[src/rtl/jtcps1_obj_line_scan.sv]
// OBJ line scanner: walks the frozen OBJ table for line vrender and issues one
// drawer request per 16-pixel tile column of every sprite covering that line.
// Optional per-line draw limit: define JTCPS1_OBJ_LIMIT_EN (uses MAXDRAW).
//
// Drawer handshake: dr_start is a 1-clk pulse and the dr_* fields are valid
// with it and hold until the next pulse. No pulse is issued while dr_busy is
// high, and consecutive pulses are at least 2 clk apart so the drawer has one
// clk to raise dr_busy.
module jtcps1_obj_line_scan #(
  parameter int MAXDRAW = 32
) (
  input  logic        clk,
  input  logic        rst,
  input  logic        start,
  input  logic [8:0]  vrender,
  output logic [9:0]  table_addr,
  input  logic [15:0] table_data,
  output logic        dr_start,
  input  logic        dr_busy,
  output logic [15:0] dr_code,
  output logic [15:0] dr_attr,
  output logic [8:0]  dr_hpos,
  output logic [3:0]  dr_vsub,
  output logic        done,
  output logic        overflow
);

  typedef enum logic [2:0] {
    ST_IDLE, ST_RD_ATTR, ST_RD_X, ST_RD_Y, ST_RD_CODE, ST_CHECK, ST_EMIT, ST_DONE
  } state_t;

  state_t      state, state_nx;
  logic        rd_ph;
  logic [7:0]  entry;
  logic [8:0]  vr;
  logic [8:0]  obj_x;
  logic [8:0]  obj_y;
  logic [15:0] obj_code;
  logic [15:0] obj_attr;
  logic [3:0]  row;
  logic [3:0]  vsub;
  logic [3:0]  col;
  logic        gap;
  logic        issue;
  logic        limit_hit;

  logic [3:0]  h, w, tc;
  logic        vflip, hflip;
  logic [8:0]  dy;
  logic [4:0]  rows;
  logic        hit;
  logic        last_entry;
  logic        end_mark;
  logic [7:0]  next_entry;
  logic [15:0] code_nx;
  logic [8:0]  hpos_nx;

  assign h          = obj_attr[15:12];
  assign w          = obj_attr[11:8];
  assign vflip      = obj_attr[6];
  assign hflip      = obj_attr[5];
  assign dy         = vr - obj_y;
  assign rows       = {1'b0, h} + 5'd1;
  assign hit        = dy < {rows, 4'd0};
  assign last_entry = &entry;
  assign end_mark   = table_data[15:8] == 8'hFF;
  assign next_entry = entry + 8'd1;
  assign tc         = hflip ? w - col : col;
  // Low nibble wraps inside the tile group; the row offset carries upward.
  assign code_nx    = {obj_code[15:4], 4'd0} + {8'd0, row, 4'd0}
                    + {12'd0, obj_code[3:0] + tc};
  assign hpos_nx    = obj_x + {1'b0, col, 4'd0};

`ifdef JTCPS1_OBJ_LIMIT_EN
  localparam int CW = $clog2(MAXDRAW + 1);
  logic [CW-1:0] draw_cnt;

  assign limit_hit = draw_cnt == CW'(MAXDRAW - 1);

  always_ff @(posedge clk or posedge rst) begin
    if (rst) begin
      draw_cnt <= '0;
    end else if (start) begin
      draw_cnt <= '0;
    end else if (issue) begin
      draw_cnt <= draw_cnt + CW'(1);
    end
  end
`else
  logic unused_cfg;
  assign unused_cfg = ^MAXDRAW;
  assign limit_hit  = 1'b0;
`endif

  always_ff @(posedge clk or posedge rst) begin
    if (rst) state <= ST_IDLE;
    else     state <= state_nx;
  end

  always_comb begin
    state_nx = state;
    issue    = 1'b0;
    case (state)
      ST_IDLE:    state_nx = ST_IDLE;
      ST_RD_ATTR: if (rd_ph) state_nx = end_mark ? ST_DONE : ST_RD_X;
      ST_RD_X:    if (rd_ph) state_nx = ST_RD_Y;
      ST_RD_Y:    if (rd_ph) state_nx = ST_RD_CODE;
      ST_RD_CODE: if (rd_ph) state_nx = ST_CHECK;
      ST_CHECK: begin
        if (hit)             state_nx = ST_EMIT;
        else if (last_entry) state_nx = ST_DONE;
        else                 state_nx = ST_RD_ATTR;
      end
      ST_EMIT: begin
        if (!gap && !dr_busy) begin
          issue = 1'b1;
          if (limit_hit)       state_nx = ST_DONE;
          else if (col == w)   state_nx = last_entry ? ST_DONE : ST_RD_ATTR;
        end
      end
      ST_DONE:    state_nx = ST_IDLE;
      default:    state_nx = ST_IDLE;
    endcase
    // A new line always wins, including over a draw about to be issued.
    if (start) begin
      state_nx = ST_RD_ATTR;
      issue    = 1'b0;
    end
  end

  always_ff @(posedge clk or posedge rst) begin
    if (rst) begin
      rd_ph      <= 1'b0;
      entry      <= 8'd0;
      vr         <= 9'd0;
      obj_x      <= 9'd0;
      obj_y      <= 9'd0;
      obj_code   <= 16'd0;
      obj_attr   <= 16'd0;
      row        <= 4'd0;
      vsub       <= 4'd0;
      col        <= 4'd0;
      gap        <= 1'b0;
      table_addr <= 10'd0;
      dr_start   <= 1'b0;
      dr_code    <= 16'd0;
      dr_attr    <= 16'd0;
      dr_hpos    <= 9'd0;
      dr_vsub    <= 4'd0;
      done       <= 1'b0;
      overflow   <= 1'b0;
    end else begin
      dr_start <= issue;
      gap      <= issue;
      if (issue) begin
        dr_code <= code_nx;
        dr_hpos <= hpos_nx;
        dr_vsub <= vsub;
        dr_attr <= obj_attr;
        col     <= col + 4'd1;
        if (limit_hit) overflow <= 1'b1;
      end
      if (state_nx == ST_DONE) done <= 1'b1;
      if (start) begin
        entry      <= 8'd0;
        vr         <= vrender;
        done       <= 1'b0;
        overflow   <= 1'b0;
        rd_ph      <= 1'b0;
        table_addr <= 10'h003;
      end else begin
        case (state)
          ST_RD_ATTR: begin
            rd_ph <= ~rd_ph;
            if (rd_ph) begin
              obj_attr <= table_data;
              if (!end_mark) table_addr <= {entry, 2'd0};
            end
          end
          ST_RD_X: begin
            rd_ph <= ~rd_ph;
            if (rd_ph) begin
              obj_x      <= table_data[8:0];
              table_addr <= {entry, 2'd1};
            end
          end
          ST_RD_Y: begin
            rd_ph <= ~rd_ph;
            if (rd_ph) begin
              obj_y      <= table_data[8:0];
              table_addr <= {entry, 2'd2};
            end
          end
          ST_RD_CODE: begin
            rd_ph <= ~rd_ph;
            if (rd_ph) obj_code <= table_data;
          end
          ST_CHECK: begin
            if (hit) begin
              col  <= 4'd0;
              row  <= vflip ? h - dy[7:4] : dy[7:4];
              vsub <= dy[3:0] ^ {4{vflip}};
            end
          end
          default: ;
        endcase
        if ((state == ST_CHECK || state == ST_EMIT) && state_nx == ST_RD_ATTR) begin
          entry      <= next_entry;
          table_addr <= {next_entry, 2'd3};
        end
      end
    end
  end

endmodule

[config.mk]
export PLATFORM = sky130hd
export DESIGN_NAME = jtcps1_obj_line_scan
export DESIGN_NICKNAME = d
export VERILOG_FILES = /design/src/rtl/jtcps1_obj_line_scan.sv
export SDC_FILE = /design/constraint.sdc
export NUM_CORES = 1
export LEC_CHECK = 0
export CELL_PAD_IN_SITES_DETAIL_PLACEMENT = 1
export CELL_PAD_IN_SITES_GLOBAL_PLACEMENT = 1
export CORE_MARGIN = 2
export CORE_UTILIZATION = 27
export DETAILED_ROUTE_END_ITERATION = 12
export DONT_BUFFER_PORTS = 1
export PLACE_DENSITY_LB_ADDON = 0.05
export SETUP_SLACK_MARGIN = 0.02
export SLEW_MARGIN = 20
export SYNTH_ARGS = -nofsm -noshare
export SYNTH_HDL_FRONTEND = slang
export SYNTH_SLANG_ARGS = --single-unit
[constraint.sdc]
create_clock -name clk -period 6.08 [get_ports clk]
set_clock_uncertainty 0.05 [all_clocks]
set_input_delay 1.216 -clock clk [delete_from_list [all_inputs] [get_ports clk]]
set_output_delay 1.216 -clock clk [all_outputs]
set_load 0.05 [all_outputs]
---- Yosys cells after proc, flatten, opt, wreduce, memory -nomap -nowiden ----
Index checks and enable logic that the tools add are counted.
operators by class
  add/sub/neg operators ................... 10
  magnitude comparators ................... 1
  mux-type cells .......................... 33
  equality and inequality tests ........... 15
  bitwise logic cells ..................... 3
  reduce and logical (&&, ||, !) cells .... 19
operators by type and width
  operator             count
  $mux 10              6
  $mux 3               10
  $pmux 10 s3          1
  $mux 4               6
  $pmux 3 s7           1
  $add 16x4->16        1
  $add 16x8->16        1
  $mux 8               2
  $ne 4x4->1 const B   4
  $eq 3x3->1 const B   5
  $reduce_and 3->1     5
  $add 9x8->9          1
  $lt 9x9->1           1
  $sub 9x9->9          1
  $add 8x1->8 const B  1
  $eq 8x8->1 const B   1
  $reduce_and 8->1     1
  $sub 4x4->4          2
  $mux 1               7
  $eq 3x1->1 const B   2
  $eq 3x2->1 const B   2
  $reduce_bool 2->1    3
  $add 4x1->5 const B  1
  $reduce_and 5->1     1
  12 further kinds     15
storage, ports and cells
  input port bits ......................... 29
  flip-flop bits (word level) ............. 140
  word-level logic and storage cells ...... 99

---- Logic depth before layout (Yosys ltp) ----
  depth after elaboration ................. 10
  mapped depth ............................ 18
  gate-level depth less buffers ........... 17

---- Worst setup path after synthesis ----
No wires, ideal clock.
  path type ............................... reg2reg
  start point ............................. register obj_y[0]
  end point ............................... register table_addr[9]
  setup slack ............................. 2251 ps
  setup time .............................. 99 ps
  data required time ...................... 5931 ps
  cell stages (with the launch flop) ...... 18
  arrival time ............................ 3679 ps
  path through ............................ dfrtp_1 > ha_1 > fa_1 > nand2b_1 > a21oi_1 > o21a_1 > o21a_1 > nor2_1 > xnor2_1 > ha_1 > a21oi_1 > nand2b_1 > nor4b_1 > or3_4 > o21a_1 > clkbuf_1 > o21ai_0 > a311oi_1
on the way
  longest elaborated chain between the ends .. 9
RTL lines
  item                                                                 RTL line  source
  from (decl)                                                          37        logic [8:0] obj_y;
  from (signal assigned)                                               190       obj_y <= table_data[8:0];
  $sub 9x9->9 (*)                                                      62        assign dy = vr - obj_y;
  $lt 9x9->1 (*)                                                       64        assign hit = dy < {rows, 4'd0};
  $mux 3 (*)                                                           110       if (hit) state_nx = ST_EMIT;
  $pmux 3 s7 (*)                                                       103       case (state)
  $mux 3 (*)                                                           125       if (start) begin
  $eq 3x1->1 (*)                                                       207       if ((state == ST_CHECK || state == ST_EMIT) && state_nx == ST_RD_ATTR) begin
  $logic_and 1x1->1 (*)                                                207
  $ne 4x4->1 (no source line) (tied with other cells)                  --
  $reduce_and 5->1 (no source line) / $mux 10 (equally long branches)  --
  to (signal assigned)                                                 184       table_addr <= {entry, 2'd1};
  to (signal assigned)                                                 191       table_addr <= {entry, 2'd2};
  to (signal assigned)                                                 209       table_addr <= {next_entry, 2'd3};
  to (decl)                                                            16        output logic [9:0] table_addr,
Mark *: on every way between the ends. The rest lies on a longest branch, timed or not.
A chain may end at the register's enable or synchronous reset.

---- Worst setup path after layout ----
  start point ............................. register vr[0]
  end point ............................... register table_addr[9]
on the way
  longest elaborated chain between the ends .. 9
RTL lines
  item                                                                 RTL line  source
  from (decl)                                                          35        logic [8:0] vr;
  from (signal assigned)                                               166       vr <= vrender;
  $sub 9x9->9 (*)                                                      62
  $lt 9x9->1 (*)                                                       64
  $mux 3 (*)                                                           110
  $pmux 3 s7 (*)                                                       103
  $mux 3 (*)                                                           125
  $eq 3x1->1 (*)                                                       207
  $logic_and 1x1->1 (*)                                                207
  $ne 4x4->1 (no source line) (tied with other cells)                  --
  $reduce_and 5->1 (no source line) / $mux 10 (equally long branches)  --
Marks and branches as above.

==> flow_metrics.env <==
export IMPL_worstMarginPinSlew_ns=0.997
export IMPL_initial_utilization_pct=27.5
export IMPL_whs_path_depth=2
export IMPL_crit_fanout=23
export IMPL_slew_violations=0
export IMPL_setup_slack_ns=1.24
export IMPL_synth_async_sr_flop_share_pct=100
export IMPL_dpl_hpwl_mm=13.7
export IMPL_synthDistinctLibCells=51
export IMPL_cts_buffer_depth=2
export IMPL_worstSetupPathType="reg -> reg"
export IMPL_final_layout_size_suffix_gt1_share_pct=13.8
export IMPL_routabilityCongestion=0.749
export IMPL_synth_flop_cell="dfrtp_1"
export IMPL_critPathArrivalTime_ns=5.11
export IMPL_clockRootBuffer="clkbuf_16"
export IMPL_cts_resized=0
export IMPL_crit_path_end_kind="flop"
export IMPL_vias_per_cell=4.66
export IMPL_dieArea_um2=27100
export IMPL_p_total_mw=3.69
export IMPL_grt_first_pass_wirelength_mm=30.3
export IMPL_synth_nets=747
export IMPL_syn_to_final_growth_pct=13.5
export IMPL_max_clock_freq_mhz=207
export IMPL_postCtsSetupRepairBufs=0
export IMPL_die_h_um=165
export IMPL_wl_per_cell_um=18.1
export IMPL_syn_inst=681
export IMPL_fin_setup_tns_ns=0
export IMPL_period_share_pct=79.5
export IMPL_worstRegToRegCells=17
export IMPL_via_count=4745
export IMPL_setup_viol=0
export IMPL_path_clk_slew_ns=0.06
export IMPL_synth_warnings=0
export IMPL_final_nets=740
export IMPL_drt_iter0_drc=152
export IMPL_fp_dieW_um=165
export IMPL_firstDrtPassIters=4
export IMPL_holdBufCountCts=0
export IMPL_relSlewSlack_pct=33.5
export IMPL_hold_violations=0
export IMPL_grt_usage_pct=14.7
export IMPL_syn_area_um2=6960
export IMPL_final_area_um2=7890
export IMPL_cts_sinks=140
export IMPL_drc=0
export IMPL_grt_ovfl_total=0
export IMPL_regArea_um2=3500
export IMPL_crit_required_ns=6.35
export IMPL_vdd_drop_max_uv=144
export IMPL_row_count=58
export IMPL_syn_avg_cell_area_um2=10.2
export IMPL_boundaryPins=87
export IMPL_fin_crit_ns=4.84
export IMPL_fillers=2836
export IMPL_grt_max_degree=69
export IMPL_port_buffers=0
export IMPL_final_util_pct=31.3
export IMPL_antenna_left=0
export IMPL_maxCapViolCount=0
export IMPL_leakage_nw=3.61
export IMPL_synth_edf_count=0
export IMPL_ys_seq_elements=140
export IMPL_start_kind="flop"
export IMPL_outcome="completed"
export IMPL_cts_buffers=17
export IMPL_placed_area_um2=7290
export IMPL_grt_pass1_vias=5360
export IMPL_p_per_area_nw_per_um2=468
export IMPL_htree_levels=4
export IMPL_dpl_worst_slack_ns=1.21
export IMPL_min_path_type="reg -> reg"
export IMPL_cts_tree="yes"
export IMPL_multi_input_area_um2=3210
export IMPL_clock_latency_ns=0.41
export IMPL_ys_seq_area_share_pct=50.4
export IMPL_finalWirelength_mm=18.5
export IMPL_core_um2=25300
export IMPL_antenna_found_initial=0
export IMPL_grt_setup_unrepaired="false"
## area by class of cell
cell class,instances,share of cell area [%]
clock inverter,12,1.73
tap,330,5.23
multi-input combinational,475,40.6
inverter,37,1.82
clock buffer,20,5.91
timing repair buffer,3,0.285
sequential,140,44.4
antenna,1,0.0317
## power breakdown
part | switching (mW) | internal, mW
Clock | 0.424 | 0.640
Sequential | 0.307 | 1.13
Combinational | 0.651 | 0.544
Total | 1.38 | 2.31
## layer usage
metal / global-route usage, % / routed length (um) / up-vias
li1: - / - / 2293
met1: 18.8 / 8500 / 2382
met2: 25.1 / 9170 / 60
met3: 3.44 / 646 / 10
met4: 3.36 / 153 / 0
met5: 0 / 0 / -
## through the flow
step / cells / hold WS, ns
detailed placement: 985 / 0.410
global placement: 985 / 0.405
global route: 1017 / 0.446
floorplan: 681 / 0.383
finish: 1018 / 0.418
CTS: 1017 / 0.426
## cell families after synthesis
logic type	after synthesis	synth area share, %
AND/OR/NAND/NOR	217	13.7
adder cells (fa/ha/maj)	37	7.30
flip-flops	140	50.4
multiplexers	54	8.67
XOR/XNOR	42	5.40
other	1	0.0539
AO/OA/AOI/OAI	124	10.8
buffers and inverters	66	3.72
## path summary, 6_finish.rpt
| path | from | end | slack (ns) |
|---|---|---|---|
| hold reg to reg | obj_attr[2] | dr_attr[2] | 0.42 |
| setup / recovery | vr[0] | table_addr[9] | 1.24 |
| hold / removal | obj_attr[2] | dr_attr[2] | 0.42 |
| setup reg to reg | vr[0] | table_addr[9] | 1.24 |
| min in group asynchronous | rst | dr_vsub[0] | 0.57 |
| max in group asynchronous | rst | dr_attr[9] | 4.30 |
## worst max-delay path, cell delays in order, from the launching register on
cell and delay (ns):
dfrtp_1 0.33, inv_1 0.05, ha_1 0.22, fa_1 0.41, nand2b_1 0.18, a21oi_1 0.31, o21a_1 0.24, o21a_1 0.12
nor2_1 0.04, xnor2_1 0.18, ha_1 0.27, a21oi_1 0.23, nand2b_1 0.09, nor4b_1 0.54, or3_4 0.26, o21a_1 0.63
o21ai_0 0.27, a311oi_1 0.30
## flip-flops by register name, summed over array words and instances (netlist names), 8 cells and up
name	flops
dr_attr	16
dr_code	16
obj_attr	16
obj_code	16
table_addr	10
dr_hpos	9
obj_x	9
obj_y	9
vr	9
entry	8
## placed cells by master, fill, tap and decap left out, drive strengths merged, types with 6 or more instances in the layout
cell,count
or3,7
nand2,132
a21oi,23
ha,31
fa,6
clkbuf,20
mux2,50
o21ai,58
nor2,30
o21a,6
xnor2,23
nand3,11
a21o,7
nor2b,10
inv,39
a31oi,7
xor2,19
dfrtp,140
## cells in the mapped netlist, types with 2 or more instances
| master | count | share of area [%] |
|---|---|---|
| a211oi_1 | 2 | 0.22 |
| a21o_1 | 7 | 0.76 |
| a21oi_1 | 23 | 1.7 |
| a311oi_1 | 2 | 0.25 |
| a31oi_1 | 7 | 0.63 |
| and2_1 | 3 | 0.27 |
| and3_1 | 3 | 0.27 |
| buf_1 | 2 | 0.11 |
| clkbuf_1 | 25 | 1.3 |
| dfrtp_1 | 140 | 50 |
| fa_1 | 6 | 1.7 |
| ha_1 | 31 | 5.6 |
| inv_1 | 37 | 2.0 |
| mux2_2 | 50 | 8.1 |
| mux2i_1 | 4 | 0.58 |
| nand2_1 | 132 | 7.1 |
| nand2b_1 | 5 | 0.45 |
| nand3_1 | 11 | 0.79 |
| nand4_1 | 5 | 0.45 |
| nor2_1 | 30 | 1.6 |
| nor2b_1 | 10 | 0.90 |
| nor3_1 | 4 | 0.29 |
| nor4b_1 | 2 | 0.25 |
| o2111a_1 | 2 | 0.32 |
| o2111ai_1 | 2 | 0.25 |
| o211ai_1 | 2 | 0.22 |
| o21a_1 | 6 | 0.65 |
| o21ai_0 | 57 | 4.1 |
| o311ai_0 | 3 | 0.38 |
| o31ai_1 | 2 | 0.22 |
| or2_2 | 2 | 0.18 |
| or3_1 | 6 | 0.54 |
| xnor2_1 | 22 | 2.8 |
| xor2_1 | 19 | 2.4 |
Power figures use the tool's default switching activity.
==> variant 1: new RTL, same settings <==
Build with the macro `JTCPS1_OBJ_LIMIT_EN` defined.
--- a/src/rtl/jtcps1_obj_line_scan.sv
+++ b/src/rtl/jtcps1_obj_line_scan.sv
@@ -6,6 +6,8 @@
 // with it and hold until the next pulse. No pulse is issued while dr_busy is
 // high, and consecutive pulses are at least 2 clk apart so the drawer has one
 // clk to raise dr_busy.
+`define JTCPS1_OBJ_LIMIT_EN
+
 module jtcps1_obj_line_scan #(
   parameter int MAXDRAW = 32
 ) (
Function: same outputs for any inputs over 10 cycles, from zero or initial values and one cycle with rst high; that may be too few to reach the edited logic, so the function may still have changed.
==> variant 1 against the original RTL <==
Total power is 20% higher. Area after synthesis rose by 7.8%. Critical path type unchanged. Clock power grew 9%. Sequential cell count increased by 7. Final area grew 7.4%. Worst hold slack about the same. Critical endpoint unchanged. Routed wire length increased by 12%. Setup slack gained 0.56 ns. Die area grew 7.6%.
==> variant 1: results (changes against the original RTL) <==
status:
  status: "finished clean"
placement:
  dp_cells: 1083  # +9.9%
  gp_congestion: 0.7486  # about the same
  placedInstanceArea_sq_mm: 0.007836  # +7.5%
worst_setup_path:
  cp.arrival_ns: 4.54  # -0.57 ns
  reg2reg_depth: 16  # -1
  r2r_slack_ns: 1.80  # +0.56 ns
  crit_fanout: 15  # -35%
global_routing:
  grt_pass1_wl_microns: 33490  # +10%
  grt_max_degree: 104  # +51%
  track_usage_pct: 15.21  # +0.53 points
  grt_pass1_vias: 5644  # +5.3%
  antenna_found_initial: 2  # +2
final_layout:
  buffers_excl_clock: 4  # +1
  multi_input_gates: 522  # +9.9%
  bufAreaShareNonClock_pct: 0.3541  # +0.069 points
  seq-cell-share_pct: 43.38  # -1.0 points
  seq_cell_count: 147  # +5.0%
  multiInputGateArea_sq_mm: 0.003515  # +9.6%
  drive_gt1_share_pct: 14.15  # +0.32 points
  clock_area_share_pct: 7.539  # -0.10 points
  fill_cells: 3039  # +7.2%
  inverters_excl_clock: 38  # +2.7%
  nClkBuffers: 18  # -10%
route:
  drtIter0Drc: 231  # +52%
  via_per_inst: 4.717  # +1.2%
  drt_wl_total_microns: 20630  # +12%
  dr.pass1.iters: 5  # +1
  vias: 5260  # +11%
power_and_ir_drop:
  ir_drop_uv: 139.3  # -3.5%
  p_comb_share_pct: 35.3  # +2.9 points
  p_total_mw: 4.434  # +20%
  powerDensity_mw_per_mm2: 522.8  # +12%
  seq-power_mw: 1.71  # +20%
synthesis:
  synth_fp_nets: 804  # +7.6%
  synth_cells: 737  # +8.2%
  synth_area_leaders: "dfrtp_1 49%, mux2_2 7.7%, nand2_1 7.3%, ha_1 5.3%, o21ai_0 3.5%"
  synth_cell_types: 63  # +24%
  synth_commonest_cells: "147 x dfrtp_1, 146 x nand2_1, 53 x o21ai_0"
  ys_seq_area_share_pct: 49.07  # -1.3 points
worst_hold_path:
  min_delay_worst_endpoint: "dr_attr[7]$_DFFE_PP0P_"
  hold_start: "obj_attr[7]$_DFFE_PP0P_"
die:
  rows: 60  # +3.4%
timing:
  timing.hold.ws_ns: 0.4180  # -0.0002230 ns
[variant 1: worst max-delay path, cell delays in order (launching register included)]
cell,delay [ns]
dfrtp_1,0.32
inv_1,0.05
ha_1,0.22
fa_1,0.42
nor2b_1,0.18
o2111ai_1,0.20
a31o_2,0.35
nand2b_1,0.09
a21oi_1,0.08
xnor2_1,0.13
ha_1,0.33
a21oi_1,0.17
nand2_1,0.09
o21ai_0,0.29
o31a_1,0.56
o21ai_0,0.27
a311oi_1,0.36
[variant 1: routing by layer]
layer  global-route usage, %  part of all wire, %  vias up
met5                       0                    0        -
met4                   4.794                  1.3        0
met3                   2.845                  3.5       13
met2                   24.91                   48       72
met1                   20.32                   48     2665
li1                        -                    -     2510
[variant 1: logic make-up after synthesis]
kind of cell             Yosys count  share of synthesized area, %
AO/OA/AOI/OAI                    135                         11.63
XOR/XNOR                          48                         5.607
adder cells (fa/ha/maj)           38                         6.943
buffers and inverters             68                         4.089
flip-flops                       147                         49.07
multiplexers                      52                         7.794
AND/OR/NAND/NOR                  249                         14.87
==> variant 2: new RTL, same flow settings <==
Made on the original files. The 8 states of `state_t` get a one-hot encoding in 8 bits.
--- a/src/rtl/jtcps1_obj_line_scan.sv
+++ b/src/rtl/jtcps1_obj_line_scan.sv
@@ -25,8 +25,8 @@
   output logic        overflow
 );
 
-  typedef enum logic [2:0] {
-    ST_IDLE, ST_RD_ATTR, ST_RD_X, ST_RD_Y, ST_RD_CODE, ST_CHECK, ST_EMIT, ST_DONE
+  typedef enum logic [7:0] {
+    ST_IDLE = 8'b00000001, ST_RD_ATTR = 8'b00000010, ST_RD_X = 8'b00000100, ST_RD_Y = 8'b00001000, ST_RD_CODE = 8'b00010000, ST_CHECK = 8'b00100000, ST_EMIT = 8'b01000000, ST_DONE = 8'b10000000
   } state_t;
 
   state_t      state, state_nx;
Check against the original RTL: same outputs for any inputs over 10 cycles, from zero or initial values and one cycle with rst high; not proved beyond that.
==> variant 2 against the original RTL <==
The flow now finishes with violations (design-rule violations). Final cell count is 6.6% higher. Setup slack improved by 0.67 ns. Area after synthesis is 3.7% higher. Count of clock-buffer cells in the layout rose by 1. Sequential cell count up 5. Routed wire length increased by 7.5%. Final area up 3.3%.
Power is not compared: it rests on default switching activity, and its combinational part moved more than twofold at a synthesized area within 25%.
==> variant 2: results (changes against the original RTL) <==
status:
  status: "finished, violations left"
  violations: "design-rule violations"
synthesis:
  synth_fp_nets: 810  # +8.4%
  synth_commonest_cells: "189 x nand2_1, 144 x dfrtp_1, 49 x o21ai_0"
  ys.flop_type: "dfrtp_1"
  synth_warnings: 0  # unchanged
  ys_seq_area_share_pct: 50.33  # about the same
  synth_cell_types: 62  # +22%
  synth_area_leaders: "dfrtp_1 50%, nand2_1 9.8%, ha_1 5.4%, mux2_2 4.5%, o21ai_0 3.4%"
global_routing:
  grt_pass1_vias: 5608  # +4.6%
  antenna_found_initial: 0  # unchanged
  grt_pass1_wl_microns: 32480  # +7.1%
  track_usage_pct: 14.99  # +0.31 points
  grt_max_degree: 103  # +49%
worst_setup_path:
  slowest_stage: "nor4_4"
  cp.arrival_ns: 4.42  # -0.69 ns
  crit_fanout: 17  # -26%
  critPathTopFamily: "simple AND/OR/NAND/NOR gates"
  max_stage_delay_ns: 0.72  # +0.09 ns
route:
  via_per_inst: 4.687  # +0.55%
  drt_wl_total_microns: 19860  # +7.5%
  wl_met3_microns: 673  # +4.2%
  drt-met1-wl_microns: 9756  # +15%
  dr.pass1.iters: 10  # +6
  route.detailed.drc: 6  # +6
  wl_met2_microns: 9267  # +1.0%
  drtIter0Drc: 168  # +11%
final_layout:
  diodes: 0  # -1
  fill_cells: 2957  # +4.3%
  nets: 803  # +8.5%
  drive_gt1_share_pct: 11.47  # -2.4 points
cts:
  holdBufCountCts: 0  # unchanged
  root_buffer: "clkbuf_16"
  cts_made_buffers: 17  # unchanged
  cts_htree_levels: 4  # unchanged
  clk_pin_slew_ns: 0.06  # about the same
  worstSkewPairLatency_ns: 0.43  # +0.02 ns
  cts_max_path_buffers: 2  # unchanged
power_and_ir_drop:
  p_leak_nw: 3.833
placement:
  gp_congestion: 0.7432  # -0.81%
  dp_hpwl_microns: 13910  # +1.7%
timing:
  tightest_slew_ns: 0.9578  # -0.03914 ns
## variant 2: changes by cell type in the layout (fill, tap and decap cells not counted), sizes merged, moves of 4 or more
| cell | change |
|---|---|
| inv | -6 |
| nor2 | +10 |
| nand2 | +57 |
| a21oi | +6 |
| mux2 | -17 |
| nand3 | +10 |
| dfrtp | +4 |
## variant 2: routing by layer
metal | up-vias | global-route usage, %
li1 | 2458 | -
met1 | 2548 | 20.53
met2 | 70 | 24.25
met3 | 9 | 3.191
met4 | 0 | 3.743
met5 | - | 0
## variant 2: per-stage QoR
step	setup WS [ns]	hold slack, ns	std cells	total power, mW	cell area, sq um
after floorplan	0.9210	0.3831	744	1.599	7212
after global placement	1.912	0.3998	1053	1.736	7533
final	1.915	0.4158	1085	2.803	8152
after global routing	1.483	0.4545	1085	2.989	8152
after CTS	1.688	0.4187	1085	2.867	8145
after detailed placement	1.718	0.4005	1053	1.755	7537
## variant 2: cells by family after synthesis
family	after synthesis	share of synthesized area, %
AND/OR/NAND/NOR	299	18.51
flip-flops	145	50.33
AO/OA/AOI/OAI	121	9.820
buffers and inverters	63	3.574
XOR/XNOR	42	5.101
adder cells (fa/ha/maj)	38	7.183
multiplexers	35	5.430
other	1	0.05200
## variant 2: worst reg2reg max path: cells and delay by family (launching register included)
family,cells,cell delay [ns]
AND/OR/NAND/NOR,5,1.26
AO/OA/AOI/OAI,5,0.83
adder cells (fa/ha/maj),2,0.57
multiplexers,1,0.41
XOR/XNOR,1,0.39
flip-flops,1,0.38
buffers and inverters,2,0.16
## variant 2: final timing paths
path	depth (start not counted)	from	end	slack, ns
setup / recovery	16	obj_y[1]$_DFFE_PP0P_	vsub[1]$_DFFE_PP0P_	1.91
hold / removal	2	obj_x[3]$_DFFE_PP0P_	dr_hpos[3]$_DFFE_PP0P_	0.42
setup reg to reg	16	obj_y[1]$_DFFE_PP0P_	vsub[1]$_DFFE_PP0P_	1.91
hold reg to reg	2	obj_x[3]$_DFFE_PP0P_	dr_hpos[3]$_DFFE_PP0P_	0.42
max in group asynchronous	2	rst	col[1]$_DFF_PP0_	4.19
min in group asynchronous	1	rst	dr_code[13]$_DFFE_PP0P_	0.68
## variant 2: area by class of cell
class,count,area share [%]
flip-flops and latches,145,44.53
multi-input cells,536,40.89
clock buffers,21,5.894
well taps,335,5.142
inverters,33,1.612
clock inverters,11,1.566
repair buffers,4,0.3684
## variant 2: power breakdown
group / leakage (nW) / internal (mW) / switching (mW)
sequential: 1.88 / 1.05 / 0.158
combinational: 1.66 / 0.232 / 0.275
clock: 0.292 / 0.650 / 0.433
